## config.mk

```make
export PLATFORM = sky130hd
export DESIGN_NAME = if_stage_flat
export DESIGN_NICKNAME = d
export VERILOG_FILES = /design/src/rtl/if_stage_if.sv /design/src/rtl/if_stage.sv /design/src/flat_wrapper.sv
export SDC_FILE = /design/constraint.sdc
export NUM_CORES = 1
export LEC_CHECK = 0
export CAP_MARGIN = 10
export CELL_PAD_IN_SITES_DETAIL_PLACEMENT = 1
export CELL_PAD_IN_SITES_GLOBAL_PLACEMENT = 1
export CORE_UTILIZATION = 41
export CTS_CLUSTER_DIAMETER = 80
export CTS_CLUSTER_SIZE = 25
export DETAILED_ROUTE_END_ITERATION = 10
export DONT_BUFFER_PORTS = 1
export PLACE_DENSITY = 0.69
export SLEW_MARGIN = 15
export SYNTH_ARGS = -nofsm -noshare
export SYNTH_HDL_FRONTEND = slang
export SYNTH_SLANG_ARGS = --single-unit
```

## constraint.sdc

```tcl
create_clock -name clk -period 2.6 [get_ports clk]
set_input_delay 0.52 -clock clk [delete_from_list [all_inputs] [get_ports clk]]
set_output_delay 0.52 -clock clk [all_outputs]
set_load 0.005 [all_outputs]
```

## src/rtl/if_stage_if.sv

```systemverilog
// Instruction-memory request/acknowledge bundle between the fetch stage and imem.
// The master drives the request and the address. The slave returns the data and the ack pulse.
interface if_stage_if;
    logic        imem_req;
    logic [31:0] imem_addr;
    logic [31:0] imem_rdata;
    logic        imem_ack;

    modport master (output imem_req, output imem_addr, input imem_rdata, input imem_ack);
    modport slave  (input imem_req, input imem_addr, output imem_rdata, output imem_ack);
endinterface

```

## src/rtl/if_stage.sv

```systemverilog
// RV32I instruction-fetch stage. It owns the PC and runs a variable-latency req/ack fetch.
// It presents a registered IF/ID bundle, with stall skid buffering and redirect flush.
module if_stage #(
    parameter logic [31:0] RESET_PC  = 32'h0000_0000,
    parameter logic [31:0] NOP_INSTR = 32'h0000_0013
) (
    input  logic               clk,
    input  logic               rst,
    if_stage_if.master         imem,
    input  logic               stall,
    input  logic               redirect,
    input  logic [31:0]        redirect_pc,
    output logic               ifid_valid,
    output logic [31:0]        ifid_instr,
    output logic [31:0]        ifid_pc,
    output logic [31:0]        ifid_pc_plus4
);

    localparam logic [1:0] FETCH = 2'd0;
    localparam logic [1:0] HOLD  = 2'd1;
    localparam logic [1:0] DROP  = 2'd2;

    logic [1:0]  state_q, state_d;
    logic [31:0] pc_q, pc_d;
    logic [31:0] pend_pc_q, pend_pc_d;
    logic [31:0] skid_instr_q, skid_instr_d;
    logic [31:0] skid_pc_q, skid_pc_d;
    logic        ifid_valid_q, ifid_valid_d;
    logic [31:0] ifid_instr_q, ifid_instr_d;
    logic [31:0] ifid_pc_q, ifid_pc_d;
    logic [31:0] ifid_pc_plus4_q, ifid_pc_plus4_d;
    logic [31:0] redir_tgt;

    assign redir_tgt      = {redirect_pc[31:2], 2'b00};
    assign imem.imem_req  = ~rst & (state_q != HOLD);
    assign imem.imem_addr = pc_q;

    assign ifid_valid    = ifid_valid_q;
    assign ifid_instr    = ifid_instr_q;
    assign ifid_pc       = ifid_pc_q;
    assign ifid_pc_plus4 = ifid_pc_plus4_q;

    always_comb begin
        state_d         = state_q;
        pc_d            = pc_q;
        pend_pc_d       = pend_pc_q;
        skid_instr_d    = skid_instr_q;
        skid_pc_d       = skid_pc_q;
        ifid_valid_d    = ifid_valid_q;
        ifid_instr_d    = ifid_instr_q;
        ifid_pc_d       = ifid_pc_q;
        ifid_pc_plus4_d = ifid_pc_plus4_q;

        if (redirect) begin
            ifid_valid_d = 1'b0;
            ifid_instr_d = NOP_INSTR;
        end

        unique case (state_q)
            FETCH: begin
                if (redirect) begin
                    // An unacked request cannot be withdrawn, so park the target until it completes.
                    if (imem.imem_ack) begin
                        pc_d = redir_tgt;
                    end else begin
                        pend_pc_d = redir_tgt;
                        state_d   = DROP;
                    end
                end else if (imem.imem_ack) begin
                    pc_d = pc_q + 32'd4;
                    if (stall) begin
                        skid_instr_d = imem.imem_rdata;
                        skid_pc_d    = pc_q;
                        state_d      = HOLD;
                    end else begin
                        ifid_valid_d    = 1'b1;
                        ifid_instr_d    = imem.imem_rdata;
                        ifid_pc_d       = pc_q;
                        ifid_pc_plus4_d = pc_q + 32'd4;
                    end
                end else if (!stall) begin
                    ifid_valid_d = 1'b0;
                end
            end
            HOLD: begin
                if (redirect) begin
                    pc_d    = redir_tgt;
                    state_d = FETCH;
                end else if (!stall) begin
                    ifid_valid_d    = 1'b1;
                    ifid_instr_d    = skid_instr_q;
                    ifid_pc_d       = skid_pc_q;
                    ifid_pc_plus4_d = skid_pc_q + 32'd4;
                    state_d         = FETCH;
                end
            end
            DROP: begin
                if (imem.imem_ack) begin
                    pc_d    = redirect ? redir_tgt : pend_pc_q;
                    state_d = FETCH;
                end else if (redirect) begin
                    pend_pc_d = redir_tgt;
                end
            end
            default: state_d = FETCH;
        endcase
    end

    always_ff @(posedge clk) begin
        if (rst) begin
            state_q         <= FETCH;
            pc_q            <= RESET_PC;
            pend_pc_q       <= 32'd0;
            skid_instr_q    <= 32'd0;
            skid_pc_q       <= 32'd0;
            ifid_valid_q    <= 1'b0;
            ifid_instr_q    <= NOP_INSTR;
            ifid_pc_q       <= 32'd0;
            ifid_pc_plus4_q <= 32'd0;
        end else begin
            state_q         <= state_d;
            pc_q            <= pc_d;
            pend_pc_q       <= pend_pc_d;
            skid_instr_q    <= skid_instr_d;
            skid_pc_q       <= skid_pc_d;
            ifid_valid_q    <= ifid_valid_d;
            ifid_instr_q    <= ifid_instr_d;
            ifid_pc_q       <= ifid_pc_d;
            ifid_pc_plus4_q <= ifid_pc_plus4_d;
        end
    end

endmodule

```

## src/flat_wrapper.sv

```systemverilog
// flat-port wrapper written by rule: the top's interface ports become plain ports
module if_stage_flat 
#(
    parameter logic [31:0] RESET_PC  = 32'h0000_0000,
    parameter logic [31:0] NOP_INSTR = 32'h0000_0013
)
  (clk, rst, stall, redirect, redirect_pc, ifid_valid, ifid_instr, ifid_pc, ifid_pc_plus4, imem_imem_req, imem_imem_addr, imem_imem_rdata, imem_imem_ack);
  if_stage_if imem_i ();
  input  logic clk;
  input  logic rst;
  input  logic stall;
  input  logic redirect;
  input  logic [31:0] redirect_pc;
  output logic ifid_valid;
  output logic [31:0] ifid_instr;
  output logic [31:0] ifid_pc;
  output logic [31:0] ifid_pc_plus4;
  output wire logic [$bits(imem_i.imem_req)-1:0] imem_imem_req;
  output wire logic [$bits(imem_i.imem_addr)-1:0] imem_imem_addr;
  input wire logic [$bits(imem_i.imem_rdata)-1:0] imem_imem_rdata;
  input wire logic [$bits(imem_i.imem_ack)-1:0] imem_imem_ack;
  assign imem_imem_req = imem_i.imem_req;
  assign imem_imem_addr = imem_i.imem_addr;
  assign imem_i.imem_rdata = imem_imem_rdata;
  assign imem_i.imem_ack = imem_imem_ack;
  if_stage #(.RESET_PC(RESET_PC), .NOP_INSTR(NOP_INSTR)) u_core (.clk(clk), .rst(rst), .imem(imem_i), .stall(stall), .redirect(redirect), .redirect_pc(redirect_pc), .ifid_valid(ifid_valid), .ifid_instr(ifid_instr), .ifid_pc(ifid_pc), .ifid_pc_plus4(ifid_pc_plus4));
endmodule
```

==> metrics <==
Power, Total 8.34 mW; Setup CP Type reg2reg; final period utilization 93.3%; instance area at placement 11500 sq um; Yosys Warn Count 0; maximum vdd drop 597 uV; worst-skew pair later-pin latency 0.52 ns; final hold violations 0; Vias/cell 6.00; RSZ-0062 raised after global routing false; family with the most delay on the worst path compound AO/OA/AOI/OAI gates; Antenna Nets Post-Route 0; fmax between 400 and 500 MHz; most common cell after layout, fill and taps aside nand2_1; Syn-to-layout area delta 7.77%; total routed wirelength 36400 microns; HP Start rst; fraction of registers with async set/reset 0%; DRC violations left 0; number of enable flip-flop cells after synthesis 0; Slew @ Worst Pin 0.999 ns; Die W 167 microns; CP startpoint kind flop; Yosys reg bits 225; Slew Limit Fails 0; first-pass GRT wire length 57300 microns; Worst path max stage delay approximately 0.46 ns; postcts setup bufs 0; largest net degree at the start of global routing 195; # fillers 3238; Final setup viols 0; antenna violations before repair 0; GR Overflow Total 0; clk_skew roughly 0.033 ns; Worst EP required approximately 3 ns; synthesized area 11200 sq um; vias in the first global route 9820; Die H 167 microns; Mapped Cells between 1000 and 1500; Seq/Total Area, Yosys 40.2%; RePlAce Congestion 0.825; CTS resizes 0; row count 60; worst path bufs/invs 2; DRT iter0 DRCs ~670; worst reg2reg path startpoint u_core.state_q[0]; most frequent cells in the layout nand2_1 (251), dfxtp_1 (225), a21oi_1 (152); status finished clean; H-tree depth 1; count of different cell masters after synthesis 81; slew margin rel. 32.7%; vias after detailed routing 9976; Slowest-stage cell, CP dfxtp_1; Initial Util 41.7%; Leak around 4 nW; CP max FO 27; Die Area 28000 sq um; drt pass-1 iters 5; crit-path cells inv_1 -> ha_1 -> o21ba_2 -> a211oi_2 -> buf_12 -> nor2_1 -> a2111o_1 -> o32ai_1; setup TNS 0 ns; layout cells sized above 1 10.1%; Clock transition at path regs 0.08 ns; Main synth FF type dfxtp_1; n_diodes 0; Worst R2R Path Depth 8; Pwr Density 691 nW/um^2; min cycle time layout 2.43 ns; cts hold-fix bufs 0; Syn Nets 1444; CTS tree yes; clk root buf clkbuf_16; Worst Hold Endpoint u_core.ifid_pc[20]; Routed WL per cell 21.9 microns; Floorplan Core Area approximately 27000 sq um; Reg2Reg Setup Slack ~0.17 ns; post-route cell area roughly 12000 sq um; # IOs 199; Arrival @ worst endpoint 2.81 ns; # port buffers 0; Num CTS Buffers 16; max cap viols 0; dpl hpwl between 20000 and 30000 microns; R2R Path End u_core.imem.imem_addr[27]; nets@finish roughly 1400; crit path capture type flop; class of the worst hold path in2reg; CTS Sinks 225; Bufs on Longest Clock Path 3; Avg Inst Size Synth just over 8 sq um; hold path cells 1; GRT Util Overall 25.5%
[synth_stat cells, types with 13 or more instances]
master    count  area [sq um]
a211oi_1     42           315
a21oi_1     152           761
a222oi_1     31           310
a22oi_1      18           135
buf_2        41           205
clkbuf_1     63           236
dfxtp_1     225          4500
inv_1        16          60.1
mux2i_1      46           460
nand2_1     251           942
nand3_1      25           125
nand4_1      19           119
nor2_1      104           390
nor3_1       20           100
nor4_1       14          87.6
o21ai_0      41           205
xnor2_1      20           175
xor2_1       13           114
[flip-flops by register name, indices dropped and copies added, names as in the netlist]
name and cells:
u_core.pend_pc_q 32, u_core.ifid_pc_plus4 32, u_core.imem.imem_addr 32, u_core.state_q 2, u_core.ifid_valid 1, u_core.skid_instr_q 32, u_core.ifid_pc 30, u_core.skid_pc_q 32
u_core.ifid_instr 32
[per-stage QoR]
| step | hold slack [ns] | utilization (%) | setup slack [ns] | std cells |
|---|---|---|---|---|
| 2_1_floorplan | 0.432 | - | 0.580 | 1369 |
| 3_3_place_gp | 0.434 | 42.7 | 0.298 | 1634 |
| 3_5_place_dp | 0.441 | 42.7 | 0.233 | 1634 |
| 4_1_cts | 0.0574 | 44.9 | 0.163 | 1662 |
| 5_1_grt | 0.0636 | 44.9 | 0.0455 | 1662 |
| 6_report | 0.0902 | 44.9 | 0.173 | 1662 |
[final cells by class]
class | count | area [sq um] | area share (%)
repair buffers | 60 | 526 | 4.35
clock inverters | 9 | 145 | 1.20
clock buffers | 19 | 443 | 3.67
inverters | 17 | 63.8 | 0.528
well taps | 341 | 427 | 3.53
multi-input cells | 991 | 5970 | 49.4
flip-flops and latches | 225 | 4500 | 37.3
[worst max-delay path by stage]
stage / start / end / slack (ns) / cells after the start
3_3_place_gp: u_core.state_q[0] / u_core.ifid_pc_plus4[25] / 0.30 / 7
4_1_cts: u_core.state_q[0] / u_core.imem.imem_addr[27] / 0.16 / 8
2_1_floorplan: u_core.state_q[0] / u_core.imem.imem_addr[16] / 0.58 / 9
5_1_grt: u_core.state_q[0] / u_core.imem.imem_addr[27] / 0.05 / 8
6_report: u_core.state_q[0] / u_core.imem.imem_addr[27] / 0.17 / 8
3_5_place_dp: u_core.state_q[0] / u_core.imem.imem_addr[14] / 0.23 / 9
[per-layer routing]
metal / vias to the layer above / part of all wire [%] / GRT usage, %
met4: 0 / 1.5 / 5.07
met3: 37 / 8.1 / 7.00
li1: 4794 / - / -
met2: 243 / 46 / 41.9
met1: 4902 / 44 / 33.5
met5: - / 0 / 0
[kinds of logic after synthesis]
kind of cell / Yosys count / share of synthesized area, %
flip-flops: 225 / 40.2
adder cells (fa/ha/maj): 6 / 0.670
multiplexers: 49 / 4.41
buffers and inverters: 153 / 6.86
XOR/XNOR: 33 / 2.58
AO/OA/AOI/OAI: 388 / 23.2
AND/OR/NAND/NOR: 515 / 22.1
[report_power, final]
part,leakage [nW],internal (mW),switching [mW]
logic,1.98,0.602,0.989
clock network,0.282,1.48,1.40
registers,1.83,3.65,0.214
Power figures use the tool's default switching activity.
